$ cat src/rtl/nib_pkg.sv
// Shared types and constants for the nm2 nibble datapath.
// Latency: n/a (types and a pure combinational helper only).
// Backpressure: n/a.
package nib_pkg;

  localparam int NIB_W        = 4;
  localparam int NIB_PER_WORD = 4;
  localparam int IDX_W        = $clog2(NIB_PER_WORD);

  typedef logic [NIB_W-1:0] nib_t;

  // Slot 0 is nibble_A, slot NIB_PER_WORD-1 is nibble_D.
  typedef nib_t [NIB_PER_WORD-1:0] word_t;

  typedef enum logic {
    COLLECT = 1'b0,
    HOLD    = 1'b1
  } state_t;

  // XOR of every nibble of a word, padding included.
  function automatic nib_t word_xor(input word_t w);
    nib_t acc;
    acc = '0;
    for (int s = 0; s < NIB_PER_WORD; s++) begin
      acc = acc ^ w[s];
    end
    return acc;
  endfunction

endpackage

$ cat src/rtl/nib_slot_dec.sv
// Maps the fill index to a one-hot slot write-enable, honouring the fill order.
// Latency: purely combinational.
// Backpressure: none; en gates the enable so nothing is written unless a nibble is accepted.
module nib_slot_dec
  import nib_pkg::*;
#(
  parameter int FIRST_IS_A = 1
) (
  input  logic [IDX_W-1:0]        idx,
  input  logic                    en,
  output logic [NIB_PER_WORD-1:0] slot_we
);

  logic [IDX_W-1:0] slot;

  // Forward order fills A first; reverse order fills D first.
  always_comb begin
    slot    = (FIRST_IS_A != 0) ? idx : (IDX_W'(NIB_PER_WORD - 1) - idx);
    slot_we = '0;
    if (en) begin
      slot_we[slot] = 1'b1;
    end
  end

endmodule

$ cat src/rtl/nib_gather.sv
// Gathers four serial nibbles into one parallel word with xor, short flag and word count.
// Latency: out_valid rises on the edge that accepts the closing nibble.
// Backpressure: in_ready drops only while a word is held and the sink is not ready.
module nib_gather
  import nib_pkg::*;
#(
  parameter int FIRST_IS_A = 1,
  parameter int CNT_W      = 8
) (
  input  logic             clk,
  input  logic             reset,
  input  logic             in_valid,
  input  logic [NIB_W-1:0] in_nibble,
  input  logic             in_last,
  output logic             in_ready,
  output logic [NIB_W-1:0] nibble_A,
  output logic [NIB_W-1:0] nibble_B,
  output logic [NIB_W-1:0] nibble_C,
  output logic [NIB_W-1:0] nibble_D,
  output logic             out_valid,
  input  logic             out_ready,
  output logic             out_short,
  output logic [NIB_W-1:0] out_xor,
  output logic [CNT_W-1:0] word_cnt
);

  state_t                  state, state_nxt;
  logic [IDX_W-1:0]        idx, idx_nxt;
  word_t                   asm_q, asm_nxt;
  word_t                   merged;
  word_t                   out_word_q;
  logic [NIB_PER_WORD-1:0] slot_we;
  logic                    accept;
  logic                    handoff;
  logic                    close_word;

  // The sink being ready frees the held word this cycle, so a nibble can be
  // taken in the same cycle as the handoff.
  assign in_ready   = (state == COLLECT) || out_ready;
  assign out_valid  = (state == HOLD);
  assign accept     = in_valid && in_ready;
  assign handoff    = out_valid && out_ready;
  assign close_word = accept && ((idx == IDX_W'(NIB_PER_WORD - 1)) || in_last);

  assign nibble_A = out_word_q[0];
  assign nibble_B = out_word_q[1];
  assign nibble_C = out_word_q[2];
  assign nibble_D = out_word_q[3];

  nib_slot_dec #(
    .FIRST_IS_A(FIRST_IS_A)
  ) u_slot_dec (
    .idx    (idx),
    .en     (accept),
    .slot_we(slot_we)
  );

  // Assembly word with the incoming nibble merged into its slot. The assembly
  // register is cleared on every close, so unfilled slots of a short word are 0.
  always_comb begin
    merged = asm_q;
    for (int s = 0; s < NIB_PER_WORD; s++) begin
      if (slot_we[s]) begin
        merged[s] = in_nibble;
      end
    end
  end

  // Next-state: a close always lands in HOLD (also when it coincides with a
  // handoff); an accepted non-closing nibble keeps or returns us to COLLECT.
  always_comb begin
    state_nxt = state;
    idx_nxt   = idx;
    asm_nxt   = asm_q;
    if (accept) begin
      if (close_word) begin
        state_nxt = HOLD;
        idx_nxt   = '0;
        asm_nxt   = '0;
      end else begin
        state_nxt = COLLECT;
        idx_nxt   = idx + IDX_W'(1);
        asm_nxt   = merged;
      end
    end else if (handoff) begin
      state_nxt = COLLECT;
    end
  end

  // State, fill index and assembly register.
  always_ff @(posedge clk or posedge reset) begin
    if (reset) begin
      state <= COLLECT;
      idx   <= '0;
      asm_q <= '0;
    end else begin
      state <= state_nxt;
      idx   <= idx_nxt;
      asm_q <= asm_nxt;
    end
  end

  // Output register loads only on close so it stays put while the next word fills.
  always_ff @(posedge clk or posedge reset) begin
    if (reset) begin
      out_word_q <= '0;
      out_xor    <= '0;
      out_short  <= 1'b0;
    end else if (close_word) begin
      out_word_q <= merged;
      out_xor    <= word_xor(merged);
      out_short  <= (idx != IDX_W'(NIB_PER_WORD - 1));
    end
  end

  // Count of words taken by the sink; wraps naturally.
  always_ff @(posedge clk or posedge reset) begin
    if (reset) begin
      word_cnt <= '0;
    end else if (handoff) begin
      word_cnt <= word_cnt + CNT_W'(1);
    end
  end

endmodule
$ cat config.mk
export PLATFORM = sky130hd
export DESIGN_NAME = nib_gather
export DESIGN_NICKNAME = d
export VERILOG_FILES = /design/src/rtl/nib_pkg.sv /design/src/rtl/nib_slot_dec.sv /design/src/rtl/nib_gather.sv
export SDC_FILE = /design/constraint.sdc
export NUM_CORES = 1
export LEC_CHECK = 0
export CAP_MARGIN = 20
export CELL_PAD_IN_SITES_DETAIL_PLACEMENT = 1
export CELL_PAD_IN_SITES_GLOBAL_PLACEMENT = 2
export CORE_MARGIN = 8
export CORE_UTILIZATION = 36
export CTS_CLUSTER_SIZE = 24
export DETAILED_ROUTE_END_ITERATION = 10
export PLACE_DENSITY = 0.86
export SYNTH_ARGS = -nofsm -noshare
export SYNTH_HDL_FRONTEND = slang
export SYNTH_SLANG_ARGS = --single-unit
$ cat constraint.sdc
create_clock -name clk -period 3.7 [get_ports clk]
set_input_delay 0.74 -clock clk [delete_from_list [all_inputs] [get_ports clk]]
set_output_delay 0.74 -clock clk [all_outputs]
set_load 0.01 [all_outputs]
==> results.cfg <==
[floorplanning]
dieWidth_um = 98.0
initial_utilization = 0.364
num_io_pins = 40
rows = 30
die_h_um = 98.0
design.die.area_um2 = 9600
fp.coreArea_um2 = 6640

[clocking]
cts_inserted_buffers = 5
cts_max_path_buffers = 2
clkTransAtPathRegs_ns = 0.09
ctsRootBufferMaster = clkbuf_8
clock_latency_ns = 0.31
cts_tree = yes
cts.repair.resized = 0
cts_htree_levels = 2
post_cts_hold_buffer_count = 0
sinks_on_clock_net = 48
post-cts-setup-buffer-count = 0

[setup_path]
r2r_cells = 7
setup.worst_path.class = in -> out
critical-path-slowest-cell = clkdlybuf4s50_1
critical_path_peak_fanout = 22
crit_path_cell_trace = clkdlybuf4s50_1 > nor2b_4 > inv_8 > clkdlybuf4s50_1
endpoint_kind = output port
crit_family = buffers and inverters
critPathMaxStageDelay_ns = 0.56
crit_path_start_kind = primary input
data_arrival_at_the_endpoint_of_the_critical_path_ns = 2.05
critPathBufInv = 3
timing.critical_path.depth = 4
crit_top_cell = clkdlybuf4s50_1
worst_ep_required_time_ns = 2.96

[status]
status = completed

[sta]
maxSlewViolCount = 0
finalSetupViolCount = 0
finalClockSkew_ns = 0.00452
max-slew-margin-rel = 0.592
worst_margin_pin_slew_ns = 0.611
timing.fmax_ghz = 0.358
unrepaired_setup_endpoints_after_global_routing = no
finalCriticalPeriod_ns = 2.79
final.hold.worst_slack_ns = 0.472
final.period_utilization = 0.755
finalHoldViolCount = 0
fin_tns_setup_ns = 0

[logic_synthesis]
synth-warning-count = 0
yosys.area.top_type = dfrtp_1
synth.top_cells.by_area = dfrtp_1 50%, nand2_1 5.4%, o21ai_0 4.3%
syn_area_per_cell_um2 = 9.79
yosys.cell_types.count = 35
synth_largest_type_area_fraction = 0.497
sequential_to_total_area_share_from_yosys_stat = 0.497
synthCells = 247
netlist_area_um2 = 2420
ys_ff_latch = 48
synth.net_count = 261

[place]
hpwlAfterDp_um = 4550
placement.io_buffers = 39
gp_congestion = 0.832

[worst_hold_path]
worst_hold_path.num_cells = 1
hold_path.class = reg -> reg

[drt]
drt-pass1-iter-count = 4
post_route_wl_um = 6070
routed_wire_length_per_instance_um = 16.5
drtIter0Drc = 57
detailroute.via_count = 1945
antenna_violating_nets_post_route = 0
route.detailed.vias_per_inst = 5.29
route.detailed.drc = 0

[power_and_ir_drop]
pwr_density_cell_nw_per_um2 = 529
vdd.ir_drop.worst_mv = 0.181
p_leak_uw = 0.00127

[global_routing]
gr-total-overflow = 0
number_of_global_route_vias_before_repair = 2117
grt_start_max_net_pins = 49
groute.usage.overall = 0.135
grt_first_pass_wirelength_um = 10600
number_of_antenna_violations_at_the_first_check_in_global_routing = 0

[cells_and_area]
fill_cells = 789
layout-drive-gt1-share = 0.101
num_antenna_cells = 0
area.growth.synth_to_final_pct = 23.4
design.final.nets = 301

[job]
timing.max_cap.violations = 0
==> power breakdown <==
| part | switching [µW] | internal, µW |
|---|---|---|
| Combinational | 241 | 255 |
| Sequential | 72.7 | 619 |
| Clock | 188 | 204 |
==> metal layers <==
metal | vias to the layer above | part of all wire | GRT usage
li1 | 945 | - | -
met1 | 969 | 0.45 | 0.158
met2 | 23 | 0.50 | 0.235
met3 | 8 | 0.027 | 0.0235
met4 | 0 | 0.017 | 0.0576
met5 | - | 0 | 0
==> worst paths after layout <==
kind | startpoint | to | slack (ns)
max | out_ready | in_ready | 0.91
min | word_cnt[7] | word_cnt[7] | 0.47
max reg2reg | idx[0] | out_xor[1] | 1.77
min reg2reg | word_cnt[7] | word_cnt[7] | 0.47
max in group asynchronous | reset | out_valid | 2.53
min in group asynchronous | reset | nibble_B[1] | 0.70
==> area by class of cell <==
class                   count  area, µm²  share of cell area
multi-input cells         179       1080               0.364
clock buffers               5       68.8              0.0231
inverters                   9       41.3              0.0138
well taps                  80        100              0.0335
repair buffers             44        440               0.148
flip-flops and latches     48       1200               0.403
clock inverters             3       47.5              0.0159
==> cells in the mapped netlist, drive strengths merged <==
master	count
or2	1
nor2b	1
clkbuf	3
nand4	1
inv	9
dfrtp	48
buf	8
a21oi	1
mux2	1
a21boi	8
a31oi	9
and2	13
o211a	4
nand2	35
xnor2	4
a211o	8
ha	5
nand3	11
nor2	20
o21ai	34
nor3	8
o211ai	8
a211oi	4
xor2	3
==> registers in the layout, indices dropped and copies added (netlist names) <==
| register | count |
|---|---|
| nibble_D | 4 |
| nibble_A | 4 |
| asm_q | 16 |
| out_xor | 4 |
| nibble_B | 4 |
| word_cnt | 8 |
| idx | 2 |
| out_valid | 1 |
| out_short | 1 |
| nibble_C | 4 |
==> cells by family (layout without fill, tap and decap cells) <==
| kind of cell | Yosys count | in the layout | share of synthesized area |
|---|---|---|---|
| fa+ha+maj | 5 | 5 | 0.0259 |
| mux | 1 | 1 | 0.00466 |
| buf+inv | 20 | 61 | 0.0548 |
| simple gates | 90 | 90 | 0.183 |
| xor+xnor | 7 | 7 | 0.0253 |
| compound gates | 76 | 76 | 0.210 |
| flops | 48 | 48 | 0.497 |
==> through the flow <==
| step | power (µW) | utilization | worst slack [ns] | std cells | cell area (µm²) |
|---|---|---|---|---|---|
| detailed placement | 1210 | 0.429 | 0.910 | 359 | 2850 |
| global placement | 1200 | 0.429 | 0.932 | 359 | 2850 |
| finish | 1580 | 0.449 | 0.906 | 368 | 2980 |
| CTS | 1600 | 0.446 | 0.909 | 367 | 2960 |
| floorplan | 964 | - | 1.79 | 247 | 2420 |
| global route | 1680 | 0.449 | 0.860 | 368 | 2980 |
==> layout by cell type (no fill, tap or decap), drive strengths merged, types with 2 or more instances in the layout <==
cell and n:
dfrtp 48, clkdlybuf4s50 39, nand2 35, o21ai 34, nor2 20, and2 13, nand3 11, a31oi 9
inv 9, a211o 8, o211ai 8, nor3 8, a21boi 8, ha 5, clkbuf 5, buf 5
xnor2 4, o211a 4, a211oi 4, xor2 3, clkinv 2
(Power assumes the default switching activity.)
